===== src/rtl/apply_sign_pipe.sv =====
// apply_sign_pipe: restores two's-complement values from {magnitude, sign} beats. It works as one 32-bit lane or as two 16-bit lanes.
// Latency: 2 register stages. A beat presented in cycle N shows on Out in cycle N+2 when the pipe is not stalled.
// Backpressure: in_ready = !out_valid || out_ready. Both stages freeze together while Out is stalled.
//
// Ports:
//   clk, rst            rising-edge clock; synchronous active-high reset
//   in_valid/in_ready   input handshake for {In, popsign, mode}
//   In[31:0]            unsigned magnitude; in dual mode In[31:16] is lane 1 and In[15:0] is lane 2
//   popsign[1:0]        bit0 is the sign for 32-bit mode and for lane 2; bit1 is the sign for lane 1
//   mode                0 = one 32-bit lane; 1 = two independent 16-bit lanes
//   out_valid/out_ready output handshake for {Out, ovf}
//   Out[31:0]           two's-complement result, packed the same way as In
//   ovf[1:0]            per-lane overflow; bit0 is for 32-bit mode and lane 2
//   ovf_count[7:0]      saturating count of beats entering stage 2 with any overflow
//
// Build option APPLY_SIGN_SAT_EN: an overflowing lane saturates to its max or min value.
// Without it, the lane wraps. Both builds raise the ovf flag.

module apply_sign_pipe (
  input  logic        clk,
  input  logic        rst,
  input  logic        in_valid,
  output logic        in_ready,
  input  logic [31:0] In,
  input  logic [1:0]  popsign,
  input  logic        mode,
  output logic        out_valid,
  input  logic        out_ready,
  output logic [31:0] Out,
  output logic [1:0]  ovf,
  output logic [7:0]  ovf_count
);

  // Stage 1: registered copy of the accepted beat.
  logic        s1_valid_q, s1_valid_d;
  logic [31:0] s1_mag_q,   s1_mag_d;
  logic [1:0]  s1_sgn_q,   s1_sgn_d;
  logic        s1_mode_q,  s1_mode_d;

  // Stage 2: registered result.
  logic        out_valid_q, out_valid_d;
  logic [31:0] out_q,       out_d;
  logic [1:0]  ovf_q,       ovf_d;
  logic [7:0]  ovf_count_q, ovf_count_d;

  logic        advance;

  // Result of one 16-bit lane. Bit 16 is the overflow flag; bits 15:0 hold the value.
  function automatic logic [16:0] apply16(input logic [15:0] mag, input logic sgn);
    logic [15:0] res;
    logic        o;
    // A negative lane can reach 0x8000. A positive lane must stay below it.
    o   = sgn ? (mag > 16'h8000) : mag[15];
    res = sgn ? (~mag + 16'd1) : mag;
`ifdef APPLY_SIGN_SAT_EN
    if (o) res = sgn ? 16'h8000 : 16'h7FFF;
`endif
    return {o, res};
  endfunction

  logic [31:0] res32;
  logic        ovf32;
  logic [16:0] lane_hi;
  logic [16:0] lane_lo;
  logic [31:0] res_calc;
  logic [1:0]  ovf_calc;

  // Compute from stage 1. In dual mode each lane has its own 16-bit add, so no carry passes between bit 15 and bit 16.
  always_comb begin
    ovf32 = s1_sgn_q[0] ? (s1_mag_q > 32'h8000_0000) : s1_mag_q[31];
    res32 = s1_sgn_q[0] ? (~s1_mag_q + 32'd1) : s1_mag_q;
`ifdef APPLY_SIGN_SAT_EN
    if (ovf32) res32 = s1_sgn_q[0] ? 32'h8000_0000 : 32'h7FFF_FFFF;
`endif
    lane_hi = apply16(s1_mag_q[31:16], s1_sgn_q[1]);
    lane_lo = apply16(s1_mag_q[15:0],  s1_sgn_q[0]);
    if (s1_mode_q) begin
      res_calc = {lane_hi[15:0], lane_lo[15:0]};
      ovf_calc = {lane_hi[16], lane_lo[16]};
    end else begin
      res_calc = res32;
      ovf_calc = {1'b0, ovf32};
    end
  end

  assign advance  = !out_valid_q || out_ready;
  assign in_ready = advance;

  always_comb begin
    s1_valid_d  = s1_valid_q;
    s1_mag_d    = s1_mag_q;
    s1_sgn_d    = s1_sgn_q;
    s1_mode_d   = s1_mode_q;
    out_valid_d = out_valid_q;
    out_d       = out_q;
    ovf_d       = ovf_q;
    ovf_count_d = ovf_count_q;
    if (advance) begin
      s1_valid_d = in_valid;
      if (in_valid) begin
        s1_mag_d  = In;
        s1_sgn_d  = popsign;
        s1_mode_d = mode;
      end
      // A bubble in stage 1 becomes out_valid = 0. The last data stays on Out.
      out_valid_d = s1_valid_q;
      if (s1_valid_q) begin
        out_d = res_calc;
        ovf_d = ovf_calc;
        if ((|ovf_calc) && (ovf_count_q != 8'hFF))
          ovf_count_d = ovf_count_q + 8'd1;
      end
    end
  end

  always_ff @(posedge clk) begin
    if (rst) begin
      s1_valid_q  <= 1'b0;
      s1_mag_q    <= '0;
      s1_sgn_q    <= '0;
      s1_mode_q   <= 1'b0;
      out_valid_q <= 1'b0;
      out_q       <= '0;
      ovf_q       <= '0;
      ovf_count_q <= '0;
    end else begin
      s1_valid_q  <= s1_valid_d;
      s1_mag_q    <= s1_mag_d;
      s1_sgn_q    <= s1_sgn_d;
      s1_mode_q   <= s1_mode_d;
      out_valid_q <= out_valid_d;
      out_q       <= out_d;
      ovf_q       <= ovf_d;
      ovf_count_q <= ovf_count_d;
    end
  end

  assign out_valid = out_valid_q;
  assign Out       = out_q;
  assign ovf       = ovf_q;
  assign ovf_count = ovf_count_q;

endmodule


===== config.mk =====
export PLATFORM = sky130hd
export DESIGN_NAME = apply_sign_pipe
export DESIGN_NICKNAME = d
export VERILOG_FILES = /design/src/rtl/apply_sign_pipe.sv
export SDC_FILE = /design/constraint.sdc
export NUM_CORES = 1
export LEC_CHECK = 0
export CORE_MARGIN = 10
export CORE_UTILIZATION = 46
export DETAILED_ROUTE_END_ITERATION = 7
export GPL_ROUTABILITY_DRIVEN = 0
export PLACE_DENSITY = 0.85
export SYNTH_ARGS = -nofsm -noshare
export SYNTH_HDL_FRONTEND = slang
export SYNTH_SLANG_ARGS = --single-unit
export TNS_END_PERCENT = 50

===== constraint.sdc =====
create_clock -name clk -period 2.15 [get_ports clk]
set_clock_uncertainty 0.1 [all_clocks]
set_input_delay 0.43 -clock clk [delete_from_list [all_inputs] [get_ports clk]]
set_output_delay 0.43 -clock clk [all_outputs]
set_load 0.005 [all_outputs]

==> impl_metrics.tcl <==
set metrics [dict create \
    outcome "finished with violations" \
    violations "setup timing" \
    hold_viol 0 \
    critical_path.reg2reg.endpoint "ovf_count[5]" \
    ios 83 \
    initial_core_util_pct 46.6 \
    routed.top_layer "met4" \
    synth_top_family_by_area "simple AND/OR/NAND/NOR gates" \
    drive_above_1_share_pct 18.8 \
    grt_max_degree 36 \
    setup_ws_ps -141 \
    dp_hpwl_um 8450 \
    fill_cells 634 \
    die_x_um 111 \
    cpMaxStageDelayCell "or4_1" \
    reg2reg_depth 9 \
    final_common_cell "nand2_1" \
    cts.sinks 79 \
    relSlewSlack_pct 68.8 \
    fmax_ghz 0.436 \
    syn_area_um2 3790 \
    whs_ps 352 \
    tightestPinTransition_ps 468 \
    overflow 0 \
    crit_chain "inv_1 > ha_1 > nor3b_2 > a41oi_2 > nor4_2 > buf_4 > buf_4 > or4_1 > a21oi_1" \
    placed_area_um2 5070 \
    hold_buffers 0 \
    clk_pin_slew_ps 70 \
    finalSetupTns_ps -549 \
    min_to "Out[17]" \
    synth_cell_type_count 52 \
    crit_arrival_ps 2470 \
    ys_seq_elements 79 \
    port_buffers 82 \
    synth_fa_ha_area_share_pct 0.991 \
    rrSetupSlack_ps -140 \
    synth-simple-area-share_pct 25.3 \
    grt.total_usage_pct 17.2 \
    worstPathMaxFanout 7 \
    vdd_ir_drop_max_uv 381 \
    worstSetupPathType "reg2reg" \
    post-route-cell-area_um2 5360 \
    finalWorstPathRequiredPeriod_ps 2290 \
    met2_length_um 5380 \
    antenna_found_initial 0 \
    cts_tree "built" \
    end_kind "register" \
    r2r-start "s1_mag_q[1]" \
    maxCapViolCount 0 \
    synth_compound_area_share_pct 20.2 \
    critPathTopFamily "simple AND/OR/NAND/NOR gates" \
    worstPathRequired_ps 2320 \
    n_antenna_cell 0 \
    synth_flop_cell "dfxtp_1" \
    critPathBufInv 3 \
    post-route-drc-count 0 \
    die-height_um 111 \
    synthToLayoutAreaGrowth_pct 41.5 \
    min_from "Out[17]" \
    worstHoldPathCells 2 \
    post-place-ws_ps -175 \
    clock_latency_ps 340 \
    leakage_uw 0.00203 \
    dieArea_um2 12300 \
    grt_setup_unrepaired "true" \
    wl_um 11200 \
    yosysWarnings 0 \
    wire_per_inst_um 15.8 \
    critPathMostFrequentCell "buf_4" \
    synth_area_per_cell_um2 8.01 \
    viasPerCell 5.47 \
    final_cell_mix "nand2_1 (108), clkdlybuf4s50_1 (80), dfxtp_1 (74)" \
    worst_path_largest_cell_delay_ps 500 \
    rows 33 \
    clockBufferDepth 2 \
    grt_pass1_wl_um 18000 \
    synth_xor_area_share_pct 6.01 \
    power_density_nw_per_um2 628 \
    postLayoutCoreUtil_pct 65.9 \
    grt_pass1_vias 3761 \
    drt_iter0_markers 320 \
    dr.pass1.iters 5 \
    hp-class "reg2reg" \
    wl_met3_um 945 \
    worst_setup_path_start_kind "register" \
    synth_mux_area_share_pct 1.59 \
    min_period_over_period_pct 107 \
    route.vias.total 3865 \
    fp.coreArea_um2 8130 \
    finalNetCount 640 \
    setup_viol 6 \
    syn-num-nets 515 \
    syn_inst 473 \
    postRouteAntennaNets 0 \
    drv_slew 0 \
    cts_max_level 3 \
    synth-async-reset-ratio_pct 0 \
    cts_made_buffers 9 \
    cts_root_buf "clkbuf_8" \
    wl_met1_um 4650 \
    ys_seq_area_share_pct 41.7 \
    crit_path_start "s1_mag_q[1]" \
    synth_edf_count 0 \
]
## state kept, by name, summed over array words and instances (netlist names)
signal,count
Out,32
s1_mag_q,32
ovf_count,8
ovf,2
s1_sgn_q,2
out_valid,1
s1_mode_q,1
s1_valid_q,1
## power by group
group / leakage (µW) / total [µW] / switching (µW) / internal (µW)
clock: 0.0000854 / 958 / 489 / 469
combinational: 0.00129 / 801 / 394 / 407
sequential: 0.000649 / 1610 / 61.2 / 1550
## worst min-delay path, cell delays in order, from the launching register on
cell	delay, ps
dfxtp_1	310
nand2_1	50
a21oi_1	50
## routing by layer
metal,track usage [%],vias up
li1,-,1902
met1,20.3,1789
met2,28.6,152
met3,5.74,22
met4,5.56,0
met5,0,-
## logic make-up (layout without fill, tap and decap cells)
family / after synthesis / after routing
xor+xnor: 26 / 26
simple gates: 200 / 200
mux: 5 / 5
fa+ha+maj: 3 / 3
flops: 79 / 79
buf+inv: 35 / 163
compound gates: 125 / 125
## how the worst max path moves through the flow
stage                        end  depth (start not counted)
finish              ovf_count[5]                          9
global route        ovf_count[5]                          9
CTS                 ovf_count[0]                          7
detailed placement  ovf_count[5]                          6
global placement    ovf_count[6]                          7
floorplan           ovf_count[0]                          7
## metrics by stage
step / instances / power, µW
2_1_floorplan: 473 / 2030
6_report: 706 / 3370
3_3_place_gp: 690 / 2360
4_1_cts: 704 / 3340
5_1_grt: 706 / 3510
3_5_place_dp: 690 / 2390
## cells in the mapped netlist (3+ instances only)
master	n	share of area, %
a211oi_1	18	3.6
a21oi_1	58	7.7
a31oi_1	7	1.2
and3_1	6	0.99
buf_1	3	0.30
clkbuf_1	22	2.2
dfxtp_1	79	42
ha_1	3	0.99
inv_1	7	0.69
mux2i_1	3	0.79
nand2_1	109	11
nand2b_1	3	0.50
nand3_1	7	0.92
nand4_1	3	0.50
nor2_1	34	3.4
nor2b_1	3	0.50
nor3_1	3	0.40
o21ai_0	11	1.5
o21ai_1	4	0.53
o22ai_1	6	0.99
o31ai_1	9	1.8
or2_2	3	0.50
or3_1	5	0.83
or4_1	4	0.79
xnor2_1	8	1.8
xor2_1	18	4.2
## what timing repair did
item,CTS,global route
pin swaps,2,9
cloned,0,0
setup buffers,0,2
endpoints found under the hold margin,0,0
resized for setup,6,20
setup endpoints to repair,8,19
## cell type report
class / count / area [µm²] / share of cell area [%]
Tap cell: 105 / 131 / 2.45
Timing Repair Buffer: 142 / 1290 / 24.1
Clock buffer: 13 / 159 / 2.96
Sequential cell: 79 / 1590 / 29.6
Inverter: 7 / 26.3 / 0.490
Multi-Input combinational cell: 359 / 2160 / 40.3
Clock inverter: 1 / 5.00 / 0.0933
(Power assumes the default switching activity.)
